===== config.mk =====
export PLATFORM = sky130hd
export DESIGN_NAME = reg_file_8x16
export DESIGN_NICKNAME = d
export VERILOG_FILES = /design/src/rtl/reg_file_8x16.sv
export SDC_FILE = /design/constraint.sdc
export NUM_CORES = 1
export LEC_CHECK = 0
export CORE_MARGIN = 5
export CORE_UTILIZATION = 60
export DETAILED_ROUTE_END_ITERATION = 10
export PLACE_DENSITY = 0.83
export RECOVER_POWER = 50
export SYNTH_ARGS = -nofsm -noshare
export SYNTH_HDL_FRONTEND = slang
export SYNTH_SLANG_ARGS = --single-unit
export TNS_END_PERCENT = 30

===== constraint.sdc =====
create_clock -name clk -period 2.7 [get_ports clk]
set_clock_uncertainty 0.05 [all_clocks]
set_input_delay 0.54 -clock clk [delete_from_list [all_inputs] [get_ports clk]]
set_output_delay 0.54 -clock clk [all_outputs]
set_load 0.005 [all_outputs]

===== src/rtl/reg_file_8x16.sv =====
// Purpose: 8x16 register file with two combinational read ports and a handshaked dump engine.
// Latency: reads are combinational; writes are visible the cycle after the edge (same cycle with RF_BYPASS_EN).
// Backpressure: a dump word is held stable while dump_ready=0; the datapath is never stalled.
//
// Ports:
//   clk, rst                     : clock, synchronous active-high reset
//   we, waddr, wdata             : write port
//   raddr_a/rdata_a, raddr_b/rdata_b : combinational read ports
//   dump_start                   : start streaming r0..r7 (ignored while a dump runs)
//   dump_valid/dump_ready        : dump handshake; dump_addr/dump_data carry the word
//   dump_busy                    : dump in progress; dump_done pulses after r7 is accepted
// Build option: RF_BYPASS_EN enables same-cycle write-to-read forwarding on ports A and B.
module reg_file_8x16 #(
  parameter int DEPTH = 8,
  parameter int WIDTH = 16
) (
  input  logic             clk,
  input  logic             rst,
  input  logic             we,
  input  logic [2:0]       waddr,
  input  logic [WIDTH-1:0] wdata,
  input  logic [2:0]       raddr_a,
  output logic [WIDTH-1:0] rdata_a,
  input  logic [2:0]       raddr_b,
  output logic [WIDTH-1:0] rdata_b,
  input  logic             dump_start,
  output logic             dump_valid,
  input  logic             dump_ready,
  output logic [2:0]       dump_addr,
  output logic [WIDTH-1:0] dump_data,
  output logic             dump_busy,
  output logic             dump_done
);

  typedef enum logic {IDLE, SEND} state_t;

  logic [WIDTH-1:0] regs [DEPTH];
  state_t           state;
  state_t           state_nxt;
  logic [2:0]       idx;
  logic [2:0]       idx_nxt;
  logic             done_nxt;

  // Storage, dump FSM state and the registered done pulse.
  always_ff @(posedge clk) begin
    if (rst) begin
      for (int i = 0; i < DEPTH; i++) begin
        regs[i] <= '0;
      end
      state     <= IDLE;
      idx       <= 3'd0;
      dump_done <= 1'b0;
    end else begin
      if (we) begin
        regs[waddr] <= wdata;
      end
      state     <= state_nxt;
      idx       <= idx_nxt;
      dump_done <= done_nxt;
    end
  end

  // Dump FSM next-state and handshake outputs.
  always_comb begin
    state_nxt  = state;
    idx_nxt    = idx;
    done_nxt   = 1'b0;
    dump_valid = 1'b0;
    dump_busy  = 1'b0;
    case (state)
      IDLE: begin
        if (dump_start) begin
          state_nxt = SEND;
          idx_nxt   = 3'd0;
        end
      end
      SEND: begin
        dump_valid = 1'b1;
        dump_busy  = 1'b1;
        if (dump_ready) begin
          if (idx == 3'd7) begin
            // Park idx at 0 so dump_addr idles at its reset value.
            state_nxt = IDLE;
            idx_nxt   = 3'd0;
            done_nxt  = 1'b1;
          end else begin
            idx_nxt = idx + 3'd1;
          end
        end
      end
      default: begin
        state_nxt = IDLE;
        idx_nxt   = 3'd0;
      end
    endcase
  end

  // The dump port always shows stored contents, so a write to the pending
  // word shows up here one cycle later.
  assign dump_addr = idx;
  assign dump_data = regs[idx];

`ifdef RF_BYPASS_EN
  assign rdata_a = (we && (waddr == raddr_a)) ? wdata : regs[raddr_a];
  assign rdata_b = (we && (waddr == raddr_b)) ? wdata : regs[raddr_b];
`else
  assign rdata_a = regs[raddr_a];
  assign rdata_b = regs[raddr_b];
`endif

endmodule


---- Word level (Yosys, flattened, before mapping) ----
Memories as Yosys holds them, arrays and structs flattened. A register that Yosys moved wholly into a read port is not among the register bits.
Cells that the tools add are included.
storage, ports and cells
  input bits .............................. 30
  memory bits (read-only) ................. 0
  memories ................................ 1
  bits in registers ....................... 5
  bits in writable memories ............... 128
  bits in latches ......................... 0
  word-level logic and storage cells ...... 33
cells by class
  eq/ne operators ......................... 3
  bitwise operators ....................... 2
  shift-type cells ........................ 0
  $add $sub $neg .......................... 1
  divide/modulo/power cells ............... 0
  reduce and logical (&&, ||, !) cells .... 3
  $lt $le $gt $ge ......................... 0
  multiplexer cells ....................... 20
  multipliers ............................. 0
memories
  name  words  width  rd ports  clocked after Yosys merged registers in  wr ports  RTL line  source
  regs  8      16     3         1                                        8         37        logic [WIDTH-1:0] regs [DEPTH];
operators by type and width
  kind                                                            count
  3-bit two-way mux                                               6
  16-bit two-way mux                                              1
  16-bit OR reduction                                             1
  1-bit two-way mux                                               11
  3-bit one-hot mux with 2 select lines                           1
  2-bit != test (second input constant)                           2
  3-bit by 1-bit adder with 3-bit output (second input constant)  1
  3-bit == test (second input constant)                           1
  3-bit OR reduction                                              1
  1-bit inverter                                                  2
  1-bit one-hot mux with 2 select lines                           1
  2-bit AND reduction                                             1

---- Logic depth before layout (Yosys ltp) ----
Gate-level depths: netlist of run 1.
  depth in word-level cells ............... 6
  depth in mapped cells ................... 5
  mapped depth without buffers ............ 5

---- Least setup slack after synthesis of run 1 ----
OpenSTA, ideal clock, no wires.
  path kind ............................... input port to output port
  start ................................... in raddr_a[0]
  end ..................................... out rdata_a[10]
  stages .................................. 4
  data required time ...................... 2.110 ns
  arrival ................................. 1.594 ns
  path buffers ............................ 2
  setup slack ............................. 0.516 ns
  path through ............................ buf_6 -> buf_6 -> mux4_1 -> mux2_2
between the ends
  word-level cells in the longest chain between the ends .. 1
RTL lines
  what               RTL line  source
  from (decl)        22        input logic [2:0] raddr_a,
  memory 8 x 16 bit  -
  to (decl)          23        output logic [WIDTH-1:0] rdata_a,
Every way passes these cells.

==> summary.md, run 1 <==
| Metric | Value |
|---|---|
| Post-synthesis compound-gate area fraction | `less than 1%` |
| Net switching power | `roughly 1.3 mW` |
| DR DRC count | `0` |
| CP required | `between 2 and 2.5 ns` |
| Critical-path top delay cell | `mux4_2` |
| Clock slew at the register clock pins of the worst setup and hold paths | `roughly 0.06 ns` |
| Die X | `between 100 and 150 um` |
| Avg Vias per Cell | `6.93` |
| Critical-path cell list | `buf_6 > mux4_2 > mux2_2 > dlygate4sd2_1` |
| Final Hold Vio Count | `0` |
| Post-route ant nets | `0` |
| Tmin final | `about 2.7 ns` |
| Vias in the first global route | `5,821` |
| Die area | `16,400 sq um` |
| # Max-Cap Violations | `0` |
| CTS tree | `built` |
| Critical Path AT | `between 2 and 2.5 ns` |
| Wire length per cell | `31.0 um` |
| Multi-input gate area | `3890 sq um` |
| Clock Path Buffers | `2` |
| Gate Count Post-Synth | `480` |
| Avg Inst Size Synth | `roughly 17 sq um` |
| Post-DP Area | `about 9500 sq um` |
| Net Sw Frac | `between 20 and 25%` |
| #FFs+latches synth | `~140` |
| Syn. warnings | `0` |
| Number of setup violations in the final report | `2` |
| # port buffers | `between 80 and 90` |
| DR vias | `approximately 5,500` |
| Syn Nets | `around 510` |
| Core box area | `about 14,000 sq um` |
| Grt ovf | `0` |
| RSZ-0062 raised after global routing | `true` |
| DRT Pass-1 Iters | `5` |
| Final critical-path share of the clock period | `101%` |
| Sequential area share after synthesis | `a little under half` |
| Mux share of post-synthesis cell area | `between 30% and 40%` |
| TritonCTS Sinks | `about 140` |
| Boundary Pins | `84` |
| # diodes | `0` |
| Starting Density | `between 60% and 70%` |
| Simple-gate share of the synthesized area | `roughly 12%` |
| F_max | `0.368 GHz` |
| Num CTS Buffers | `17` |
| Clk pwr share | `approximately two fifths` |
| Count of different cell masters after synthesis | `29` |
| Max Slew Vio Count | `0` |
| Clk root buf | `clkbuf_16` |
| # rows | `43` |
| CTS hold repair buffers | `0` |
| Hpwl dp | `around 13,000 um` |
| Initial antenna violation count | `0` |
| Setup ws final | `-0.0188 ns` |
| Leakage | `approximately 3.7 nW` |
| Largest net degree at the start of global routing | `33` |
| Critical Setup Path Class | `flop to output pin` |
| Hold/Removal Path Class | `flop to flop` |
| Total GRT Usage | `31.1%` |
| Sum Neg Setup Slack | `-0.0358 ns` |
| Crit end category | `output pin` |
| Status | `finished with violations` |
| Worst VDD drop | `about 0.48 mV` |
| Largest family of logic cells by synthesized area | `multiplexers` |
| P&R area growth vs syn | `22.4%` |
| FILL cells | `between 800 and 900` |
| DRT iter0 DRCs | `715` |
| Internal | `between 4 and 5 mW` |
| Worst-Skew Late Latency | `between 0.4 and 0.5 ns` |
| Startpoint types | `flop` |
| Reg area | `about 4000 sq um` |
| H-tree Lvls | `4` |
| Comb power frac | `between 10% and 20%` |
| Post-synthesis adder-cell area fraction | `less than 1%` |
| CP max FO | `6` |
| Power Dens Cells | `around 580 nW/um^2` |
| Fraction of layout cells with a size suffix above 1 | `about a third` |
| Sequential share of power | `42.9%` |
| Final instance area | `10,200 sq um` |
| Worst rel slew slack | `~21%` |
| Vert. Die Dim | `around 130 um` |
| Largest stage delay on the critical path | `around 0.53 ns` |
| First-pass GRT wire length | `around 36,000 um` |
| Failing checks | `setup timing` |
| Xor/xnor share of the synthesized area | `0%` |
| Final Core Density | `74.2%` |
| Final nets | `approximately 630` |
| Area of the mapped netlist | `between 8000 and 9000 sq um` |
| Worst Max-Slew Pin Slew | `1.19 ns` |
| Placement Setup Slack | `-0.390 ns` |
| Post-Route WL | `~25,000 um` |
| Routability Congestion | `between 0.7 and 0.8` |
metal layers:
metal / global-route usage [%] / share of wire (%)
met5: 0 / 0
met1: 39.0 / 36
met4: 13.5 / 3.9
met2: 51.1 / 50
met3: 8.79 / 11
cells in the final DEF (no fill, tap or decap), drive strengths merged, types with 2 or more instances in the layout:
cell             n
buf             45
bufinv           5
edfxtp         128
clkdlybuf4s50   30
mux2            48
ha               2
dlymetal6s2s     5
clkdlybuf4s15    2
dlygate4sd2     26
or2              8
nor2            12
nand2b           2
and2           128
dfxtp            8
a32oi            3
clkinv           5
mux4            96
nor3             2
dlygate4sd3      5
clkbuf          44
bufbuf           2
power by group through the flow:
stage / logic (mW) / registers (mW) / clock network, mW
final: 0.919 / 2.55 / 2.48
after global routing: 0.957 / 2.56 / 2.57
after CTS: 0.917 / 2.54 / 2.48
after detailed placement: 0.877 / 2.57 / 0
after global placement: 0.860 / 2.54 / 0
after floorplan: 0.480 / 2.53 / 0
registers in the layout, indices dropped and copies added (netlist names), named ones only:
register / cells
regs: 128
dump_addr: 3
dump_done: 1
state: 1
stage by stage:
step                      instances  hold slack, ns  power [mW]
after detailed placement        738           0.517        3.45
after floorplan                 480           0.480        3.01
after global placement          738           0.501        3.41
after CTS                       787           0.530        5.93
after global routing            792           0.588        6.09
final                           792           0.565        5.95
timing repair:
item	4_1_cts	5_1_grt
setup buffers	9	6
cloned	8	1
resized for setup	90	55
endpoints found under the setup margin	48	21
area by class of cell:
class                           instances  area share, %
Multi-Input combinational cell        307           38.1
Clock inverter                         10           1.71
Tap cell                              180           2.20
Sequential cell                       136           39.2
Clock buffer                           22           4.34
Timing Repair Buffer                  137           14.5
worst max-delay path, delay by kind of cell, from the launching register on:
| kind | cells | cell delay (ns) |
|---|---|---|
| flip-flops | 1 | 0.41 |
| buffers and inverters | 2 | 0.47 |
| multiplexers | 2 | 0.82 |
cell usage after synthesis, drive strengths merged:
| master | instances | area share [%] |
|---|---|---|
| a32oi | 3 | 0.31 |
| and2 | 128 | 9.7 |
| buf | 18 | 1.9 |
| clkbuf | 19 | 1.3 |
| dfxtp | 8 | 1.9 |
| edfxtp | 128 | 46 |
| ha | 2 | 0.30 |
| mux2 | 48 | 6.5 |
| mux2i | 1 | 0.12 |
| mux4 | 96 | 30 |
| nand2 | 1 | 0.045 |
| nand2b | 2 | 0.15 |
| nand3 | 1 | 0.060 |
| nand3b | 1 | 0.24 |
| nor2 | 12 | 0.81 |
| nor3 | 2 | 0.25 |
| nor3b | 1 | 0.090 |
| or2 | 8 | 0.60 |
| or3b | 1 | 0.13 |
final timing paths:
path | from | endpoint | slack [ns] | depth (start not counted)
worst max-delay path | flop | dump_data[7] | -0.02 | 4
worst max register to register | dump_addr[0] | flop | 1.37 | 5
worst min register to register | dump_addr[1] | dump_addr[1] | 0.56 | 2
worst min-delay path | dump_addr[1] | dump_addr[1] | 0.56 | 2
logic make-up after synthesis:
family	count (synthesis)
adders and majority gates	2
muxes	145
buffers and inverters	37
DFF	136
and+or+nand+nor	157
AOI/OAI and AO/OA	3
Note: power is estimated with default switching activity, not from simulation.
==> inputs of run 2 (changes only) <==
- CTS_CLUSTER_DIAMETER: not set -> 50
==> results of run 2 <==
The final DEF is identical to that of run 1; final timing and power are the same.
==> inputs of run 3 (changes only) <==
- ABC_CLOCK_PERIOD_IN_PS: not set -> 2700
==> results of run 3 <==
The final DEF is identical to that of run 1; final timing and power are the same.
